<file path="config.mk">
export PLATFORM = sky130hd
export DESIGN_NAME = wb_regbank_flat
export DESIGN_NICKNAME = d
export VERILOG_FILES = /design/src/rtl/wb_pkg.sv /design/src/rtl/wb_regbank_if.sv /design/src/rtl/wb_burst_addr.sv /design/src/rtl/wb_regbank.sv /design/src/flat_wrapper.sv
export SDC_FILE = /design/constraint.sdc
export NUM_CORES = 1
export LEC_CHECK = 0
export CAP_MARGIN = 5
export CORE_AREA = 5 5 241 243
export CTS_BUF_LIST = sky130_fd_sc_hd__clkbuf_8
export DETAILED_ROUTE_END_ITERATION = 12
export DIE_AREA = 0 0 246 248
export GPL_TIMING_DRIVEN = 0
export PLACE_DENSITY = 0.58
export SLEW_MARGIN = 0
export SYNTH_ARGS = -nofsm -noshare
export SYNTH_HDL_FRONTEND = slang
export SYNTH_SLANG_ARGS = --single-unit
</file>
<file path="constraint.sdc">
create_clock -name clk_i -period 6.51 [get_ports clk_i]
set_clock_uncertainty 0.15 [all_clocks]
set_input_delay 1.6275 -clock clk_i [delete_from_list [all_inputs] [get_ports clk_i]]
set_output_delay 1.6275 -clock clk_i [all_outputs]
set_load 0.02 [all_outputs]
</file>
<file path="src/rtl/wb_pkg.sv">
// rtl/wb_pkg.sv - shared Wishbone cycle/burst type constants and slave state type
package wb_pkg;

    localparam logic [2:0] CTI_CLASSIC = 3'b000;
    localparam logic [2:0] CTI_CONST   = 3'b001;
    localparam logic [2:0] CTI_INCR    = 3'b010;
    localparam logic [2:0] CTI_END     = 3'b111;

    localparam logic [1:0] BTE_LINEAR  = 2'b00;
    localparam logic [1:0] BTE_WRAP4   = 2'b01;
    localparam logic [1:0] BTE_WRAP8   = 2'b10;
    localparam logic [1:0] BTE_WRAP16  = 2'b11;

    typedef enum logic [1:0] {
        IDLE   = 2'd0,
        SINGLE = 2'd1,
        BURST  = 2'd2
    } state_t;

    function automatic logic cti_reserved(input logic [2:0] cti);
        return !(cti == CTI_CLASSIC || cti == CTI_CONST ||
                 cti == CTI_INCR    || cti == CTI_END);
    endfunction

endpackage

</file>
<file path="src/rtl/wb_regbank_if.sv">
// rtl/wb_regbank_if.sv - Wishbone B4 slave-side bus bundle with master/slave views
interface wb_regbank_if;
    logic        cyc_i;
    logic        stb_i;
    logic        we_i;
    logic [31:0] adr_i;
    logic [31:0] dat_i;
    logic [3:0]  sel_i;
    logic [2:0]  cti_i;
    logic [1:0]  bte_i;
    logic [31:0] dat_o;
    logic        ack_o;
    logic        err_o;
    logic        rty_o;

    modport master (
        output cyc_i, stb_i, we_i, adr_i, dat_i, sel_i, cti_i, bte_i,
        input  dat_o, ack_o, err_o, rty_o
    );

    modport slave (
        input  cyc_i, stb_i, we_i, adr_i, dat_i, sel_i, cti_i, bte_i,
        output dat_o, ack_o, err_o, rty_o
    );
endinterface

</file>
<file path="src/rtl/wb_burst_addr.sv">
// rtl/wb_burst_addr.sv - burst word-index counter with load, step and bte wrap
module wb_burst_addr
    import wb_pkg::*;
#(
    parameter int ADR_BITS = 10
) (
    input  logic                clk,
    input  logic                reset,
    input  logic                load,
    input  logic                step,
    input  logic [ADR_BITS-1:0] start,
    input  logic [1:0]          bte,
    output logic [ADR_BITS-1:0] idx
);
    logic [ADR_BITS-1:0] base;
    logic [ADR_BITS-1:0] inc;
    logic [ADR_BITS-1:0] mask;
    logic [ADR_BITS-1:0] nxt;

    // mask selects the index bits that count; the rest stay fixed on wrap
    always_comb begin
        base = load ? start : idx;
        inc  = base + ADR_BITS'(1);
        case (bte)
            BTE_WRAP4:  mask = ADR_BITS'(3);
            BTE_WRAP8:  mask = ADR_BITS'(7);
            BTE_WRAP16: mask = ADR_BITS'(15);
            default:    mask = '1;
        endcase
        nxt = (base & ~mask) | (inc & mask);
    end

    always_ff @(posedge clk) begin
        if (reset) begin
            idx <= '0;
        end else if (load || step) begin
            idx <= step ? nxt : base;
        end
    end
endmodule

</file>
<file path="src/rtl/wb_regbank.sv">
// rtl/wb_regbank.sv - Wishbone B4 register-file slave with control/status words and bursts
module wb_regbank
    import wb_pkg::*;
#(
    parameter int                 N_RW       = 8,
    parameter int                 N_RO       = 8,
    parameter int                 ADR_BITS   = 10,
    parameter logic [N_RW*32-1:0] RST_VAL    = '0,
    parameter logic [N_RW*32-1:0] PULSE_MASK = '0
) (
    input  logic               clk_i,
    input  logic               reset_i,
    wb_regbank_if.slave        wb,
    output logic [N_RW*32-1:0] ctrl_o,
    output logic [N_RW-1:0]    ctrl_wr_o,
    input  logic [N_RO*32-1:0] stat_i
);
    state_t              state;
    state_t              state_nxt;
    logic [ADR_BITS-1:0] idx;
    logic [ADR_BITS-1:0] cnt;
    logic                accept;
    logic                in_rw;
    logic                in_ro;
    logic                beat_err;
    logic                do_wr;
    logic                cnt_load;
    logic                cnt_step;
    logic [31:0]         rd_data;
    logic [31:0]         dat_q;
    logic                ack_q;
    logic                err_q;
    logic [N_RW*32-1:0]  ctrl_nxt;
    logic [N_RW-1:0]     wr_vec;
    logic                unused_adr;

    assign unused_adr = ^{wb.adr_i[31:ADR_BITS+2], wb.adr_i[1:0]};

    wb_burst_addr #(.ADR_BITS(ADR_BITS)) u_burst_addr (
        .clk   (clk_i),
        .reset (reset_i),
        .load  (cnt_load),
        .step  (cnt_step),
        .start (idx),
        .bte   (wb.bte_i),
        .idx   (cnt)
    );

    // Beat decode: index source, error classification, read mux and write merge
    always_comb begin
        idx      = (state == BURST) ? cnt : wb.adr_i[ADR_BITS+1:2];
        in_rw    = int'(idx) < N_RW;
        in_ro    = !in_rw && (int'(idx) < N_RW + N_RO);
        accept   = wb.cyc_i && wb.stb_i && (state != SINGLE);
        beat_err = cti_reserved(wb.cti_i) || !(in_rw || (in_ro && !wb.we_i));
        do_wr    = accept && !beat_err && wb.we_i && in_rw;
        rd_data  = '0;
        wr_vec   = '0;
        ctrl_nxt = ctrl_o & ~PULSE_MASK;
        for (int k = 0; k < N_RW; k++) begin
            if (int'(idx) == k) begin
                rd_data   = ctrl_o[k*32 +: 32];
                wr_vec[k] = do_wr;
                for (int b = 0; b < 4; b++) begin
                    if (do_wr && wb.sel_i[b]) begin
                        ctrl_nxt[k*32 + b*8 +: 8] = wb.dat_i[b*8 +: 8];
                    end
                end
            end
        end
        for (int k = 0; k < N_RO; k++) begin
            if (int'(idx) == N_RW + k) begin
                rd_data = stat_i[k*32 +: 32];
            end
        end
    end

    always_comb begin
        state_nxt = state;
        cnt_load  = 1'b0;
        cnt_step  = 1'b0;
        case (state)
            IDLE: begin
                if (accept) begin
                    if (wb.cti_i == CTI_CONST || wb.cti_i == CTI_INCR) begin
                        state_nxt = BURST;
                        cnt_load  = 1'b1;
                        cnt_step  = (wb.cti_i == CTI_INCR);
                    end else if (!cti_reserved(wb.cti_i)) begin
                        state_nxt = SINGLE;
                    end
                end
            end
            SINGLE: state_nxt = IDLE;
            BURST: begin
                if (!wb.cyc_i) begin
                    state_nxt = IDLE;
                end else if (accept) begin
                    cnt_step = (wb.cti_i == CTI_INCR);
                    if (wb.cti_i == CTI_END || cti_reserved(wb.cti_i)) begin
                        state_nxt = IDLE;
                    end
                end
            end
            default: state_nxt = IDLE;
        endcase
    end

    always_ff @(posedge clk_i) begin
        if (reset_i) begin
            state     <= IDLE;
            ack_q     <= 1'b0;
            err_q     <= 1'b0;
            dat_q     <= '0;
            ctrl_o    <= RST_VAL;
            ctrl_wr_o <= '0;
        end else begin
            state     <= state_nxt;
            ack_q     <= accept && !beat_err;
            err_q     <= accept && beat_err;
            if (accept) begin
                dat_q <= (wb.we_i || beat_err) ? '0 : rd_data;
            end
            ctrl_o    <= ctrl_nxt;
            ctrl_wr_o <= wr_vec;
        end
    end

    assign wb.dat_o = dat_q;
    assign wb.ack_o = ack_q;
    assign wb.err_o = err_q;
    assign wb.rty_o = 1'b0;
endmodule

</file>
<file path="src/flat_wrapper.sv">
// flat-port wrapper written by rule: the top's interface ports become plain ports
module wb_regbank_flat import wb_pkg::*;
#(
    parameter int                 N_RW       = 8,
    parameter int                 N_RO       = 8,
    parameter int                 ADR_BITS   = 10,
    parameter logic [N_RW*32-1:0] RST_VAL    = '0,
    parameter logic [N_RW*32-1:0] PULSE_MASK = '0
)
  (clk_i, reset_i, ctrl_o, ctrl_wr_o, stat_i, wb_cyc_i, wb_stb_i, wb_we_i, wb_adr_i, wb_dat_i, wb_sel_i, wb_cti_i, wb_bte_i, wb_dat_o, wb_ack_o, wb_err_o, wb_rty_o);
  wb_regbank_if wb_i ();
  input  logic clk_i;
  input  logic reset_i;
  output logic [N_RW*32-1:0] ctrl_o;
  output logic [N_RW-1:0] ctrl_wr_o;
  input  logic [N_RO*32-1:0] stat_i;
  input wire logic [$bits(wb_i.cyc_i)-1:0] wb_cyc_i;
  input wire logic [$bits(wb_i.stb_i)-1:0] wb_stb_i;
  input wire logic [$bits(wb_i.we_i)-1:0] wb_we_i;
  input wire logic [$bits(wb_i.adr_i)-1:0] wb_adr_i;
  input wire logic [$bits(wb_i.dat_i)-1:0] wb_dat_i;
  input wire logic [$bits(wb_i.sel_i)-1:0] wb_sel_i;
  input wire logic [$bits(wb_i.cti_i)-1:0] wb_cti_i;
  input wire logic [$bits(wb_i.bte_i)-1:0] wb_bte_i;
  output wire logic [$bits(wb_i.dat_o)-1:0] wb_dat_o;
  output wire logic [$bits(wb_i.ack_o)-1:0] wb_ack_o;
  output wire logic [$bits(wb_i.err_o)-1:0] wb_err_o;
  output wire logic [$bits(wb_i.rty_o)-1:0] wb_rty_o;
  assign wb_i.cyc_i = wb_cyc_i;
  assign wb_i.stb_i = wb_stb_i;
  assign wb_i.we_i = wb_we_i;
  assign wb_i.adr_i = wb_adr_i;
  assign wb_i.dat_i = wb_dat_i;
  assign wb_i.sel_i = wb_sel_i;
  assign wb_i.cti_i = wb_cti_i;
  assign wb_i.bte_i = wb_bte_i;
  assign wb_dat_o = wb_i.dat_o;
  assign wb_ack_o = wb_i.ack_o;
  assign wb_err_o = wb_i.err_o;
  assign wb_rty_o = wb_i.rty_o;
  wb_regbank #(.N_RW(N_RW), .N_RO(N_RO), .ADR_BITS(ADR_BITS), .RST_VAL(RST_VAL), .PULSE_MASK(PULSE_MASK)) u_core (.clk_i(clk_i), .reset_i(reset_i), .wb(wb_i), .ctrl_o(ctrl_o), .ctrl_wr_o(ctrl_wr_o), .stat_i(stat_i));
endmodule
</file>
==> flow_summary.ini <==
[sta]
hold_viol = 0
fmax_mhz = 159
fin_crit_ns = 6.31
finalCritPeriodShare = 0.969
tightest_slew_ns = 1.46
setup_viol = 0
maxSlewViolCount = 0
slew_headroom = 0.0289
rsz0062_at_grt = no

[synthesis]
yosysSeqAreaShare = 0.403
synthArstFlopShare = 0
ys_seq_elements = 310
syn-num-nets = 2406
netlist_instances = 2069
yosysWarnings = 0
ys_types = 68
synth_ff_type = dfxtp_1
syn-cell-area_um2 = 15400
avgSynthCellArea_um2 = 7.44
synth_edf_count = 0

[pwr]
power_frac_comb = 0.100
p_switching_mw = 1.14
power_frac_clock = 0.447
leakage_nw = 7.37
p_per_area_nw_per_um2 = 180
p_sw_frac = 0.271
p_int_mw = 3.06
ir_worst_vdd_v = 0.000135
seqPwrFrac = 0.453

[final_layout]
design_area_um2 = 23400
drive_gt1_frac = 0.0662
area_growth_pct = 51.8
final_nets = 3052
final-instance-count-excl-fill = 3516

[setup_path]
startpoint_type = primary input
crit_type = primary input to flip-flop
crit_family = buffers and inverters
crit_required_ns = 6.86
end_kind = flip-flop
critPathArrivalTime_ns = 6.65
cpPeakStageDelay_ns = 0.86
crit_buf_inv = 3
cp_slowest_cell = clkbuf_1
crit_chain = clkdlybuf4s50_1 -> nand2_1 -> mux2i_1 -> clkbuf_1 -> clkbuf_1 -> nand2_1 -> o2bb2ai_1 -> a211o_1 -> a221oi_1
critPathMaxFanout = 10

[worst_hold_path]
holdCritPathClass = flip-flop to flip-flop

[detailed_routing]
first_pass_iters = 8
drt_iter0_markers = 2873
drc = 0
wire_per_inst_um = 34.7
ant_nets = 0
wirelength_um = 122000
vias_per_cell = 5.87
vias = 20600

[global_route]
grt_max_degree = 15
antenna_found_initial = 16
grt_pass1_vias = 19600
grt_overflow_total = 0
grt_pass1_wl_um = 161000
grt.total_usage = 0.376

[clock_network]
htreeDepth = 2
cts_buffers = 57
cts_buffer_depth = 3
clockRootBuffer = clkbuf_8
holdBufCountCts = 0
clk_pin_slew_worst_paths_ns = 0.06
cts_resized = 0
cts_setup_buffers = 0
insertion_delay_ns = 0.67
cts_tree = yes
clkSinkCount = 310

[floorplanning]
die_w_um = 246
fp.coreArea_um2 = 55700
ios = 633
start_util = 0.276
die_area_um2 = 61000
rows = 87
die_y_um = 248

[placed_design]
dp_hpwl_um = 94700
place.gp.congestion = 0.989
port_buffers = 576
dp.cells = 3412
place_area_um2 = 22300

[outcome]
status = finished clean

[run]
drv_cap = 0
==> worst paths after layout <==
check                            from                   to  slack [ns]  depth (start not counted)
hold reg to reg   u_core.wb.dat_o[18]  u_core.wb.dat_o[18]        0.32                          2
setup / recovery          wb_adr_i[3]  u_core.wb.dat_o[24]        0.20                          9
hold / removal    u_core.wb.dat_o[18]  u_core.wb.dat_o[18]        0.32                          2
setup reg to reg      u_core.state[0]  u_core.wb.dat_o[24]        0.63                         10
==> power by group through the flow <==
stage / sequential (mW) / combinational, mW / clock [mW]
global placement: 1.94 / 0.403 / 0
global route: 1.90 / 0.425 / 1.95
detailed placement: 1.94 / 0.405 / 0
floorplan: 1.94 / 0.106 / 0
finish: 1.90 / 0.419 / 1.88
CTS: 1.90 / 0.408 / 1.87
==> placed cells by master (no fill, tap or decap), drive strengths merged, types with 5 or more instances in the layout <==
master / netlist / routed
nand2: 637 / 637
clkdlybuf4s50: 0 / 576
a21oi: 337 / 337
dfxtp: 310 / 310
clkbuf: 119 / 191
nor2: 142 / 142
a22oi: 66 / 66
o21ai: 53 / 53
buf: 32 / 43
o22ai: 42 / 42
a221oi: 41 / 41
a211oi: 34 / 34
a222oi: 26 / 26
inv: 7 / 23
nand3: 20 / 20
a221o: 18 / 18
nor3: 14 / 14
o221ai: 13 / 13
o41ai: 13 / 13
a31oi: 13 / 13
diode: 0 / 12
and3: 10 / 10
nand4: 10 / 10
or3: 9 / 9
o211ai: 8 / 8
and2: 8 / 8
nor4: 7 / 7
mux2i: 6 / 6
a31o: 6 / 6
o22a: 6 / 6
nand2b: 5 / 5
or4b: 5 / 5
o31ai: 5 / 5
==> cell type report <==
| class | count | area, um^2 |
|---|---|---|
| diodes | 12 | 30.0 |
| plain buffers | 151 | 606 |
| clock buffers | 72 | 991 |
| clock inverters | 20 | 85.1 |
| fillers | 5749 | 32400 |
| inverters | 7 | 26.3 |
| multi-input cells | 1601 | 8590 |
| flip-flops and latches | 310 | 6210 |
| well taps | 756 | 946 |
| repair buffers | 587 | 5890 |
==> cells by family after synthesis <==
| logic type | count (synthesis) | synth area share |
|---|---|---|
| compound gates | 702 | 0.292 |
| fa+ha+maj | 3 | 0.00244 |
| simple gates | 882 | 0.253 |
| xor+xnor | 7 | 0.00398 |
| other cells | 1 | 0.000244 |
| buf+inv | 158 | 0.0410 |
| flops | 310 | 0.403 |
| mux | 6 | 0.00390 |
==> worst register-to-register path, stage by stage (launching register included) <==
cell	delay, ns
dfxtp_1	0.39
clkbuf_1	0.47
nand2b_1	0.22
buf_2	0.27
mux2i_1	0.80
clkbuf_1	0.86
clkbuf_1	0.84
nand2_1	0.83
o2bb2ai_1	0.58
a211o_1	0.21
a221oi_1	0.08
==> Yosys cell counts, types with 14 or more instances <==
| library cell | count | share of area |
|---|---|---|
| o22ai_1 | 42 | 0.017 |
| clkbuf_1 | 119 | 0.029 |
| o21ai_0 | 49 | 0.016 |
| nor2_1 | 108 | 0.026 |
| a221o_1 | 18 | 0.012 |
| nor2_4 | 29 | 0.021 |
| dfxtp_1 | 310 | 0.40 |
| a21oi_1 | 337 | 0.11 |
| nand3_1 | 19 | 0.0062 |
| a222oi_1 | 26 | 0.017 |
| nand2_1 | 633 | 0.15 |
| nor3_1 | 14 | 0.0046 |
| a211oi_1 | 34 | 0.017 |
| a221oi_1 | 41 | 0.023 |
| a22oi_1 | 66 | 0.032 |
| buf_2 | 27 | 0.0088 |
==> metrics by stage <==
step / power, mW / TNS [ns] / utilization / hold slack (ns) / setup WS (ns)
after floorplan: 2.05 / 0 / - / 0.375 / 2.61
after global placement: 2.35 / -91.96 / 0.397 / 0.304 / -1.03
after detailed placement: 2.35 / -0.156 / 0.399 / 0.299 / -0.150
after CTS: 4.18 / 0 / 0.419 / 0.315 / 0.524
after global routing: 4.28 / 0 / 0.419 / 0.339 / 0.399
final: 4.20 / 0 / 0.419 / 0.318 / 0.202
==> routing by layer <==
| layer | GRT usage | vias up | routed length, um |
|---|---|---|---|
| met3 | 0.127 | 301 | 14500 |
| met1 | 0.459 | 9971 | 46300 |
| met5 | 0 | - | 41 |
| met2 | 0.593 | 1605 | 54200 |
| li1 | - | 8746 | - |
| met4 | 0.188 | 6 | 6990 |
==> flip-flops by register name, summed over array words and instances, names as in the netlist <==
register / cells
u_core.ctrl_o: 256
u_core.wb.dat_o: 32
u_core.u_burst_addr.idx: 10
u_core.ctrl_wr_o: 8
u_core.wb.err_o: 1
u_core.state: 2
u_core.wb.ack_o: 1
Power figures use the tool's default switching activity.
